**config.mk**
```make
export PLATFORM = sky130hd
export DESIGN_NAME = ofdm_qam_mapper
export DESIGN_NICKNAME = d
export VERILOG_FILES = /design/src/rtl/ofdm_qam_mapper_pkg.sv /design/src/rtl/ofdm_qam_level_lut.sv /design/src/rtl/ofdm_qam_mapper.sv
export SDC_FILE = /design/constraint.sdc
export NUM_CORES = 1
export LEC_CHECK = 0
export ABC_AREA = 1
export CAP_MARGIN = 25
export CELL_PAD_IN_SITES_DETAIL_PLACEMENT = 0
export CELL_PAD_IN_SITES_GLOBAL_PLACEMENT = 1
export CORE_ASPECT_RATIO = 1.25
export CORE_UTILIZATION = 39
export CTS_CLUSTER_DIAMETER = 100
export DETAILED_ROUTE_END_ITERATION = 8
export GPL_TIMING_DRIVEN = 0
export PLACE_DENSITY_LB_ADDON = 0.2
export SLEW_MARGIN = 20
export SYNTH_ARGS = -nofsm -noshare
export SYNTH_HDL_FRONTEND = slang
export SYNTH_HIERARCHICAL = 1
export SYNTH_SLANG_ARGS = --single-unit
export TNS_END_PERCENT = 10
```
**constraint.sdc**
```tcl
create_clock -name clk -period 4.6 [get_ports clk]
set_clock_uncertainty 0.15 [all_clocks]
set_input_delay 1.15 -clock clk [delete_from_list [all_inputs] [get_ports clk]]
set_output_delay 1.15 -clock clk [all_outputs]
set_load 0.03 [all_outputs]
```
**src/rtl/ofdm_qam_mapper_pkg.sv**
```systemverilog
// Shared constants for the OFDM constellation mapper: mode codes, bits-per-subcarrier
// table and power-normalised step sizes as a function of the output width.
package ofdm_qam_mapper_pkg;

    typedef enum logic [1:0] {
        MODE_BPSK  = 2'd0,
        MODE_QPSK  = 2'd1,
        MODE_QAM16 = 2'd2,
        MODE_QAM64 = 2'd3
    } mode_e;

    typedef enum logic {
        ST_IDLE    = 1'b0,
        ST_COLLECT = 1'b1
    } map_state_e;

    localparam int unsigned BCNT_W = 3;
    localparam int unsigned SR_W   = 6;

    // 1/sqrt(N) normalisation factors in Q0.20
    localparam longint unsigned K20_QPSK  = 64'd741455;
    localparam longint unsigned K20_QAM16 = 64'd331589;
    localparam longint unsigned K20_QAM64 = 64'd161799;

    function automatic logic [BCNT_W-1:0] bpsc_of(input mode_e m);
        logic [BCNT_W-1:0] r;
        case (m)
            MODE_BPSK:  r = BCNT_W'(1);
            MODE_QPSK:  r = BCNT_W'(2);
            MODE_QAM16: r = BCNT_W'(4);
            default:    r = BCNT_W'(6);
        endcase
        return r;
    endfunction

    // round(2^(dw-2) * K_mod), computed in Q0.20 with half-LSB rounding
    function automatic int unsigned step_of(input int unsigned dw, input mode_e m);
        longint unsigned unit;
        longint unsigned k;
        unit = 64'd1 << (dw - 2);
        case (m)
            MODE_BPSK:  k = 64'd1 << 20;
            MODE_QPSK:  k = K20_QPSK;
            MODE_QAM16: k = K20_QAM16;
            default:    k = K20_QAM64;
        endcase
        return 32'((unit * k + (64'd1 << 19)) >> 20);
    endfunction

endpackage

```
**src/rtl/ofdm_qam_level_lut.sv**
```systemverilog
// Gray-coded 802.11a amplitude level lookup for one axis; bits[2] is the first-received bit.
module ofdm_qam_level_lut
    import ofdm_qam_mapper_pkg::*;
(
    input  mode_e              cur_mode,
    input  logic [2:0]         bits,
    output logic signed [3:0]  level
);

    always_comb begin
        level = 4'sd0;
        case (cur_mode)
            MODE_BPSK, MODE_QPSK: begin
                level = bits[2] ? 4'sd1 : -4'sd1;
            end
            MODE_QAM16: begin
                case (bits[2:1])
                    2'b00:   level = -4'sd3;
                    2'b01:   level = -4'sd1;
                    2'b11:   level =  4'sd1;
                    default: level =  4'sd3;
                endcase
            end
            default: begin
                case (bits)
                    3'b000:  level = -4'sd7;
                    3'b001:  level = -4'sd5;
                    3'b011:  level = -4'sd3;
                    3'b010:  level = -4'sd1;
                    3'b110:  level =  4'sd1;
                    3'b111:  level =  4'sd3;
                    3'b101:  level =  4'sd5;
                    default: level =  4'sd7;
                endcase
            end
        endcase
    end

endmodule

```
**src/rtl/ofdm_qam_mapper.sv**
```systemverilog
// Bit-serial constellation mapper: groups BPSC input bits, maps them to scaled I/Q
// samples one cycle after the group completes, and tags each with its subcarrier index.
module ofdm_qam_mapper
    import ofdm_qam_mapper_pkg::*;
#(
    parameter int unsigned DW   = 12,
    parameter int unsigned NSC  = 48,
    parameter int unsigned IDXW = 6
)(
    input  logic             clk,
    input  logic             rst,
    input  logic [1:0]       mode,
    input  logic             di,
    input  logic             di_vld,
    output logic [DW-1:0]    do_re,
    output logic [DW-1:0]    do_im,
    output logic             do_vld,
    output logic [IDXW-1:0]  do_idx,
    output logic             do_sym_end
);

    localparam int unsigned PW = DW + 4;
    localparam logic signed [PW-1:0] STEP_BPSK  = PW'(step_of(DW, MODE_BPSK));
    localparam logic signed [PW-1:0] STEP_QPSK  = PW'(step_of(DW, MODE_QPSK));
    localparam logic signed [PW-1:0] STEP_QAM16 = PW'(step_of(DW, MODE_QAM16));
    localparam logic signed [PW-1:0] STEP_QAM64 = PW'(step_of(DW, MODE_QAM64));
    localparam logic [IDXW-1:0]      IDX_LAST   = IDXW'(NSC - 1);

    map_state_e         state, state_nxt;
    logic [BCNT_W-1:0]  bcnt, bcnt_nxt;
    mode_e              cur_mode;
    mode_e              eff_mode_c;
    logic               grp_last_c;
    logic [SR_W-1:0]    sr;
    logic               grp_done;
    logic [IDXW-1:0]    scnt;

    logic [2:0]         bits_i_c, bits_q_c;
    logic signed [3:0]  lut_i_c, lut_q_c, lvl_q_c;
    logic signed [PW-1:0] step_c;

    // Mode is taken from the port only at group start, otherwise from the latched copy
    always_comb begin
        state_nxt  = state;
        bcnt_nxt   = bcnt;
        eff_mode_c = (state == ST_IDLE) ? mode_e'(mode) : cur_mode;
        grp_last_c = (bcnt == bpsc_of(eff_mode_c) - BCNT_W'(1));
        if (di_vld) begin
            if (grp_last_c) begin
                state_nxt = ST_IDLE;
                bcnt_nxt  = '0;
            end else begin
                state_nxt = ST_COLLECT;
                bcnt_nxt  = bcnt + BCNT_W'(1);
            end
        end
    end

    always_ff @(posedge clk) begin
        if (rst) begin
            state    <= ST_IDLE;
            bcnt     <= '0;
            cur_mode <= MODE_BPSK;
            sr       <= '0;
            grp_done <= 1'b0;
        end else begin
            state    <= state_nxt;
            bcnt     <= bcnt_nxt;
            grp_done <= di_vld && grp_last_c;
            if (di_vld) begin
                sr[bcnt] <= di;
                if (state == ST_IDLE)
                    cur_mode <= mode_e'(mode);
            end
        end
    end

    // Per-axis bit fields, first-received bit in the MSB position of the LUT input
    always_comb begin
        bits_i_c = 3'b000;
        bits_q_c = 3'b000;
        step_c   = STEP_BPSK;
        case (cur_mode)
            MODE_BPSK: begin
                bits_i_c = {sr[0], 2'b00};
                step_c   = STEP_BPSK;
            end
            MODE_QPSK: begin
                bits_i_c = {sr[0], 2'b00};
                bits_q_c = {sr[1], 2'b00};
                step_c   = STEP_QPSK;
            end
            MODE_QAM16: begin
                bits_i_c = {sr[0], sr[1], 1'b0};
                bits_q_c = {sr[2], sr[3], 1'b0};
                step_c   = STEP_QAM16;
            end
            default: begin
                bits_i_c = {sr[0], sr[1], sr[2]};
                bits_q_c = {sr[3], sr[4], sr[5]};
                step_c   = STEP_QAM64;
            end
        endcase
        lvl_q_c = (cur_mode == MODE_BPSK) ? 4'sd0 : lut_q_c;
    end

    ofdm_qam_level_lut u_lut_i (
        .cur_mode (cur_mode),
        .bits     (bits_i_c),
        .level    (lut_i_c)
    );

    ofdm_qam_level_lut u_lut_q (
        .cur_mode (cur_mode),
        .bits     (bits_q_c),
        .level    (lut_q_c)
    );

    // Output register: product at PW bits, truncated to DW
    always_ff @(posedge clk) begin
        if (rst) begin
            do_re      <= '0;
            do_im      <= '0;
            do_vld     <= 1'b0;
            do_idx     <= '0;
            do_sym_end <= 1'b0;
            scnt       <= '0;
        end else begin
            do_vld     <= grp_done;
            do_sym_end <= grp_done && (scnt == IDX_LAST);
            if (grp_done) begin
                do_re  <= DW'(PW'(lut_i_c) * step_c);
                do_im  <= DW'(PW'(lvl_q_c) * step_c);
                do_idx <= scnt;
                scnt   <= (scnt == IDX_LAST) ? '0 : scnt + IDXW'(1);
            end
        end
    end

endmodule

```
==> reports/results.ini <==
[status]
outcome = finished, final reports clean

[route]
drc = 0
detail-route-antenna-nets = 0
via_count = 3920
wl_per_cell_um = 13.0
wl_um = 10600
dr.pass1.iters = 4
post_drt_via_cell_ratio = 4.83
drt_iter0_drc = 133

[cts]
root_buffer = clkbuf_16
path_clk_slew_ps = 70
cts_max_path_buffers = 2
cts.htree.levels = 2
cts_hold_buf = 0
numCtsBuffers = 5
clk_latency_ps = 290
cts.sink_count = 49
cts_tree = done

[placed_design]
place_ws_ps = -556
port_buffers = 35
dpl.hpwl_um = 8030
place_congestion = 0.832

[die]
core_region_area_mm2 = 0.0108
boundaryPins = 38
fp.dieH_um = 121
start_util = 0.408
dieArea_mm2 = 0.0117
die_w_um = 96.9
core.rowCount = 42

[critical_path]
worstPathRequired_ps = 4640
worstPathCellList = inv_6, ha_4, buf_6, o21a_4, ha_1, o21ai_2, o21ai_4, inv_2, nor2_2, fa_1, fa_1, ha_1, ha_2, fa_2, nand4_1, nand3_1, xor2_1, o21ai_1, inv_1
critPathMaxFanout = 4
rrSetupSlack_ps = 170
worst-setup-path-type = reg2reg
end_kind = register
crit_path_max_incr_delay_ps = 590
start_kind = register
crit_slowest_cell = fa_1
crit_arrival_ps = 4470

[sta]
period_minus_slack_ps = 4430
hold_viol = 0
maxSlewViolCount = 0
holdWs_ps = 319
rsz0062_at_grt = yes
max_freq_mhz = 226
post-route-period-util = 0.963
layout_setup_ws_ps = 172
max_slew_margin = 0.593
worst_pin_slew_ps = 611
setup_viol = 0
fin_tns_setup_ps = 0

[logic_synthesis]
ys_seq_area_frac = 0.223
netlist_area_mm2 = 0.00439
syn_inst = 611
synth_cell_type_count = 39
yosys_register_bits = 49
avgSynthCellArea_um2 = 7.19
yosysWarnings = 6

[layout]
insertedDiodeCount = 0
nets = 763
layout-drive-gt1-share = 0.177
layout_commonest_cell = inv_1
syn2layout_area_growth_pct = 27.2
fin_util = 0.519
layout_common_cells = 101 x inv_1, 94 x nand2_1, 74 x nor2_1

[global_routing]
grt_first_pass_wirelength_um = 17600
grt_max_degree = 16
grtUsageTotal = 0.186
overflow = 0
antenna_found_initial = 0
grt_pass1_vias = 3900

[pwr]
ir_drop_v = 0.000231
switching_power_uw = 723
p_int_uw = 1110
p_seq_frac = 0.260
switching_share = 0.394
powerDensity_mw_per_mm2 = 328
leakagePower_uw = 0.00282
power_frac_clock = 0.231
comb_power_share = 0.509

[hold_path]
hp-class = reg2reg

[job]
maxCapViolCount = 0

[cell usage after synthesis, drive strengths merged]
cell type | n | area, um2
conb | 3 | 11.3
o21ai | 43 | 226
dlymetal6s2s | 1 | 12.5
a21o | 2 | 15.0
clkbuf | 8 | 40.0
nor4 | 1 | 6.26
nand2b | 1 | 8.76
ha | 55 | 688
o21a | 1 | 7.51
nor3b | 2 | 15.0
xor2 | 16 | 140
nor3 | 1 | 5.00
nor2 | 86 | 340
nand2 | 107 | 422
xnor2 | 4 | 35.0
buf | 9 | 65.1
a31o | 1 | 8.76
a31oi | 2 | 12.5
o211ai | 2 | 15.0
dfxtp | 49 | 981
nand4 | 4 | 25.0
a21oi | 32 | 160
inv | 116 | 435
fa | 24 | 480
nand3 | 37 | 215
nand3b | 2 | 15.0
clkinv | 2 | 7.51
[worst max-delay path: cells and delay by family, from the launching register on]
| kind | cells | cell delay [ps] |
|---|---|---|
| xor+xnor | 1 | 150 |
| fa+ha+maj | 7 | 2280 |
| compound gates | 4 | 720 |
| flops | 1 | 410 |
| buf+inv | 4 | 340 |
| simple gates | 3 | 260 |
[sequential cells by signal, summed over array words and instances (netlist names), 2 cells and up]
register and flops:
do_idx 6, sr 6, bcnt 3, cur_mode 2
do_re 11, scnt 6, do_im 11
[layout make-up]
class | instances | area [um2]
clock buffer | 6 | 129
inverter | 118 | 452
fill | 1093 | 5180
tap | 132 | 165
clock inverter | 2 | 38.8
buffer | 17 | 114
sequential | 49 | 988
timing repair buffer | 60 | 542
multi-input combinational | 427 | 3160
[timing repair]
action / in CTS / in global routing
gates resized for setup: 19 / 50
endpoints found under the hold margin: 0 / 0
buffers inserted: 4 / 21
endpoints found under the setup margin: 14 / 13
pin swaps: 4 / 17
[final timing paths]
path / cells after the start / end / from
max: 19 / do_re[10]$_SDFFE_PP0P_ / cur_mode[0]$_SDFFE_PP0P_
min: 2 / do_idx[1]$_SDFFE_PP0P_ / do_idx[1]$_SDFFE_PP0P_
max reg2reg: 19 / do_re[10]$_SDFFE_PP0P_ / cur_mode[0]$_SDFFE_PP0P_
min reg2reg: 2 / do_idx[1]$_SDFFE_PP0P_ / do_idx[1]$_SDFFE_PP0P_
[per-layer routing]
metal,wire length (um),part of all wire,track usage
met1,4640,0.44,0.224
met2,5310,0.50,0.331
met3,308,0.029,0.0289
met4,301,0.028,0.0737
met5,0,0,0
[metrics by stage]
stage               std cells  instance area [um2]  total power (uW)
finish                    811                 5590              1830
global route              811                 5590              2000
CTS                       790                 5180              1740
detailed placement        779                 4920              1290
global placement          779                 4920              1280
floorplan                 612                 4410              1080
[cell families (layout without fill, tap and decap cells)]
group,count (synthesis),count (layout),share of synthesized area
compound gates,83,83,0.101
simple gates,241,241,0.239
xor+xnor,20,20,0.0399
flops,49,49,0.223
other cells,3,4,0.00256
fa+ha+maj,79,79,0.266
buf+inv,136,203,0.128
[power by group through the flow]
stage / clock network, uW / logic (uW) / registers (uW)
4_1_cts: 431 / 834 / 475
5_1_grt: 447 / 1070 / 481
6_report: 423 / 933 / 477
2_1_floorplan: 0 / 556 / 523
3_3_place_gp: 0 / 794 / 485
3_5_place_dp: 0 / 803 / 486
Power figures use the tool's default switching activity.
